--- config.mk ---
export PLATFORM = sky130hd
export DESIGN_NAME = sm83_adr_seq
export DESIGN_NICKNAME = d
export VERILOG_FILES = /design/src/rtl/sm83_adr_seq.sv
export SDC_FILE = /design/constraint.sdc
export NUM_CORES = 1
export LEC_CHECK = 0
export BUFFER_PORTS_ARGS = -buffer_cell sky130_fd_sc_hd__buf_2
export CAP_MARGIN = 5
export CORE_AREA = 2 2 39 41
export CTS_BUF_LIST = sky130_fd_sc_hd__clkbuf_16
export DETAILED_ROUTE_END_ITERATION = 8
export DIE_AREA = 0 0 41 43
export HOLD_SLACK_MARGIN = 0.02
export PLACE_DENSITY = 0.81
export SLEW_MARGIN = 20
export SYNTH_ARGS = -nofsm -noshare
export SYNTH_HDL_FRONTEND = slang
export SYNTH_SLANG_ARGS = --single-unit
--- constraint.sdc ---
create_clock -name clk -period 2.2 [get_ports clk]
set_clock_uncertainty 0.15 [all_clocks]
set_input_delay 0.44 -clock clk [delete_from_list [all_inputs] [get_ports clk]]
set_output_delay 0.44 -clock clk [all_outputs]
set_load 0.01 [all_outputs]
--- src/rtl/sm83_adr_seq.sv ---
// Address-path sequencer: turns one decoded address command into LOAD/STEP beats
// of address-latch and incrementer strobes, paced by the machine-cycle tick.
module sm83_adr_seq (
    input  logic       clk,
    input  logic       reset,
    input  logic       m_tick,
    input  logic       flush,
    input  logic       cmd_valid,
    output logic       cmd_ready,
    input  logic [2:0] cmd_op,
    input  logic [1:0] cmd_len,
    output logic       ctl_al_we,
    output logic       ctl_al_hi_ff,
    output logic       ctl_inc_oe,
    output logic       ctl_inc_cy,
    output logic       ctl_inc_dec,
    output logic       wb_we,
    output logic       busy,
    output logic       done
);

    localparam logic [2:0] OP_NOP   = 3'd0;
    localparam logic [2:0] OP_FETCH = 3'd1;
    localparam logic [2:0] OP_PUSH  = 3'd2;
    localparam logic [2:0] OP_POP   = 3'd3;
    localparam logic [2:0] OP_HIGH  = 3'd4;
    localparam logic [2:0] OP_INCRR = 3'd5;
    localparam logic [2:0] OP_DECRR = 3'd6;
    localparam logic [2:0] OP_HOLD  = 3'd7;

    typedef enum logic [1:0] {
        ST_IDLE = 2'd0,
        ST_LOAD = 2'd1,
        ST_STEP = 2'd2,
        ST_DONE = 2'd3
    } state_t;

    state_t     state_reg;
    logic [2:0] op_reg;
    logic [1:0] rem_reg;
    logic       nop_done_reg;

    logic       abort;
    logic       accept;
    logic       load_beat;
    logic       step_beat;
    logic       step_inc;
    logic       step_dec;
    logic       step_move;
    logic [1:0] rem_init;

    // reset and flush both kill the current beat and block a new accept
    assign abort     = reset || flush;
    assign cmd_ready = (state_reg == ST_IDLE) && !abort;
    assign accept    = cmd_valid && cmd_ready;

    assign load_beat = m_tick && !abort && (state_reg == ST_LOAD);
    assign step_beat = m_tick && !abort && (state_reg == ST_STEP);

    assign step_inc  = (op_reg == OP_FETCH) || (op_reg == OP_POP) || (op_reg == OP_INCRR);
    assign step_dec  = (op_reg == OP_PUSH) || (op_reg == OP_DECRR);
    assign step_move = step_inc || step_dec;

    // HOLD steps fall through step_move=0, so the latch simply keeps its value
    always_comb begin
        ctl_al_we    = 1'b0;
        ctl_al_hi_ff = 1'b0;
        ctl_inc_oe   = 1'b0;
        ctl_inc_cy   = 1'b0;
        ctl_inc_dec  = 1'b0;
        wb_we        = 1'b0;
        if (load_beat) begin
            ctl_al_we    = 1'b1;
            ctl_al_hi_ff = (op_reg == OP_HIGH);
        end else if (step_beat && step_move) begin
            ctl_al_we   = 1'b1;
            ctl_inc_oe  = 1'b1;
            ctl_inc_cy  = 1'b1;
            ctl_inc_dec = step_dec;
            wb_we       = 1'b1;
        end
    end

    always_comb begin
        rem_init = 2'd0;
        case (cmd_op)
            OP_FETCH, OP_PUSH, OP_POP, OP_HOLD: rem_init = cmd_len;
            OP_INCRR, OP_DECRR:                 rem_init = 2'd1;
            default:                            rem_init = 2'd0;
        endcase
    end

    assign busy = (state_reg != ST_IDLE);
    assign done = (state_reg == ST_DONE) || nop_done_reg;

    always_ff @(posedge clk) begin
        if (abort) begin
            state_reg    <= ST_IDLE;
            op_reg       <= OP_NOP;
            rem_reg      <= 2'd0;
            nop_done_reg <= 1'b0;
        end else begin
            nop_done_reg <= 1'b0;
            case (state_reg)
                ST_IDLE: begin
                    if (accept) begin
                        // NOP completes without leaving IDLE
                        if (cmd_op == OP_NOP) begin
                            nop_done_reg <= 1'b1;
                        end else begin
                            op_reg    <= cmd_op;
                            rem_reg   <= rem_init;
                            state_reg <= ST_LOAD;
                        end
                    end
                end
                ST_LOAD: begin
                    if (m_tick) begin
                        state_reg <= (rem_reg != 2'd0) ? ST_STEP : ST_DONE;
                    end
                end
                ST_STEP: begin
                    if (m_tick) begin
                        rem_reg <= rem_reg - 2'd1;
                        if (rem_reg == 2'd1) begin
                            state_reg <= ST_DONE;
                        end
                    end
                end
                default: begin
                    state_reg <= ST_IDLE;
                end
            endcase
        end
    end

endmodule
==> impl_metrics.tcl <==
set metrics [dict create \
    fin_cells 117 \
    ant_nets 0 \
    post_synth.cell_area_avg_um2 7.668 \
    place_hpwl_um 1090 \
    die_w_um 41 \
    vias 631 \
    setup_violations 1 \
    drt_wl_total_um 1555 \
    hold_viol 0 \
    grtUsageTotal 0.2171 \
    crit_type "reg2out" \
    mappedNetlistArea_um2 598.1 \
    clock.fmax_mhz 452.6 \
    wl_per_cell_um 13.29 \
    clock_latency_ns 0.23 \
    drt_iter0_markers 14 \
    vias_per_cell 5.393 \
    seq_area_frac_synth 0.2678 \
    setup.worst_path.start "state_reg[0]$_SDFFE_PP0P_" \
    ys.flop_type "dfxtp_1" \
    ff_latch_area_um2 165.2 \
    multi_input_area_um2 420.4 \
    synthTopCellsByCount "dfxtp_1, inv_1, nand2_1, nor2_1" \
    max_slew_margin 0.7073 \
    ys_top_cells_by_area "dfxtp_1, ha_1, o21ai_0, inv_1, nand2_1" \
    crit_fanout 5 \
    min_path_type "in2reg" \
    tightest_slew_ns 0.4344 \
    largest_reg_flops 3 \
    ctsHoldBuffers 0 \
    antenna_found_initial 0 \
    htree_levels 1 \
    synth_top_area_cell "dfxtp_1" \
    reg2reg_from "state_reg[0]$_SDFFE_PP0P_" \
    finalWorstSetupSlack_ns -0.009617 \
    cts_inserted_buffers 3 \
    cap_viol_max_count 0 \
    dpl.cell_count 114 \
    clkSlewWorstSetupHoldPaths_ns 0.04 \
    m1WireLength_um 668 \
    cts_tree "built" \
    cts-root-buf "clkbuf_16" \
    grt_max_degree 8 \
    ys_async_sr_fraction 0 \
    startpoint_type "flip-flop" \
    setup.worst_path.end_class "output port" \
    slowest_stage "or3_4" \
    final_layout_size_suffix_gt1_frac 0.3762 \
    min_period_over_period 1.004 \
    hp-start "cmd_op[2]" \
    portBuffers 18 \
    status "finished with violations" \
    drcViolationCount 0 \
    cts_num_sinks 8 \
    post_cts_buffers 0 \
    gp_congestion 0.7688 \
    leakage_nw 0.3630 \
    highest_layer "met4" \
    start_util 0.4322 \
    synth-edff-count 0 \
    drt-pass1-iter-count 4 \
    finalMaxSlewViolations 0 \
    max_stage_delay_ns 0.40 \
    dieArea_mm2 0.001763 \
    area_delta_synth_final_pct 38.91 \
    synth_warnings 0 \
    die_h_um 43 \
    cp_cell_sequence "inv_2 -> ha_4 -> inv_2 -> or3_4 -> nor3b_2 -> buf_2" \
    grt_pass1_wl_um 2497 \
    critPathArrivalTime_ns 1.62 \
    violations "negative setup slack" \
    overflow 0 \
    fill_cells 120 \
    yosys_register_bits 8 \
    power_w 0.0005137 \
    peakVddDrop_mv 0.3870 \
    crit_path_frequent_cell "inv_2" \
    coreArea_mm2 0.001384 \
    fin_setup_tns_ns -0.009617 \
    ioPinCount 19 \
    synth_nets 95 \
    wl_met3_um 40 \
    crit_required_ns 1.61 \
    power.density_mw_per_mm2 618.3 \
    rows 14 \
    grt_pass1_vias 562 \
    diodes 0 \
    synth_top_area_frac 0.2678 \
    clock_path_buffers 2 \
    yosysUniqueCellTypes 26 \
    place_ws_ns 0.07951 \
    wl_met2_um 777 \
    fin_crit_ns 2.210 \
    layout.nets 120 \
    synthCells 78 \
]
-- per-stage QoR --
stage,hold slack (ns),util,area [um2]
2_1_floorplan,0.3120,-,598.1
3_3_place_gp,0.3394,0.5226,723.2
3_5_place_dp,0.3474,0.5226,723.2
4_1_cts,0.3223,0.5841,808.3
5_1_grt,0.3380,0.6004,830.8
6_report,0.3218,0.6004,830.8
-- metal layers --
metal,vias up,track usage
met1,284,0.2710
met3,7,0.04712
li1,325,-
met5,-,0
met4,0,0.1600
met2,15,0.3094
-- cells in the final DEF (no fill, tap or decap), types with 2 or more instances in the layout --
cell	count
nand2_1	8
o21ai_0	7
or2_2	2
clkbuf_16	3
nor4_1	2
a211oi_1	2
a31oi_1	2
inv_2	2
nand3_1	3
buf_2	18
dfxtp_1	6
inv_1	6
nor2_1	7
a21oi_1	5
ha_1	5
buf_4	4
-- repair_timing --
action,in CTS,in global routing
pin swaps,0,0
endpoints found under the setup margin,4,4
gates resized for setup,6,5
-- logic make-up after synthesis --
logic type | count (synthesis) | share of synthesized area
mux | 1 | 0.01674
buf+inv | 10 | 0.07531
simple gates | 30 | 0.2573
fa+ha+maj | 8 | 0.1632
compound gates | 21 | 0.2197
flops | 8 | 0.2678
-- cell type report --
class	instances	area share
Inverter	8	0.03614
Tap cell	16	0.02410
Clock buffer	3	0.09036
Sequential cell	8	0.1988
Timing Repair Buffer	22	0.1446
Multi-Input combinational cell	60	0.5060
-- worst paths after layout --
check	endpoint	slack [ns]	cells past startpoint
worst max-delay path	ctl_inc_dec	-0.01	6
worst min-delay path	nop_done_reg$_SDFF_PP0_	0.32	2
worst max register to register	state_reg[0]$_SDFFE_PP0P_	0.18	6
worst min register to register	op_reg[2]$_SDFFE_PP0P_	0.37	2
-- critical path, delay by kind of cell, from the launching register on --
family | cells | cell delay, ns
DFF | 1 | 0.34
and+or+nand+nor | 2 | 0.61
buffers and inverters | 3 | 0.30
adders and majority gates | 1 | 0.14
-- power by group --
| group | switching, W | internal, W |
|---|---|---|
| logic | 0.0000298 | 0.0000252 |
| clock network | 0.0000738 | 0.000235 |
| registers | 0.00000276 | 0.000148 |
| total | 0.000106 | 0.000407 |
No activity file was read; power rests on OpenSTA's default activity.
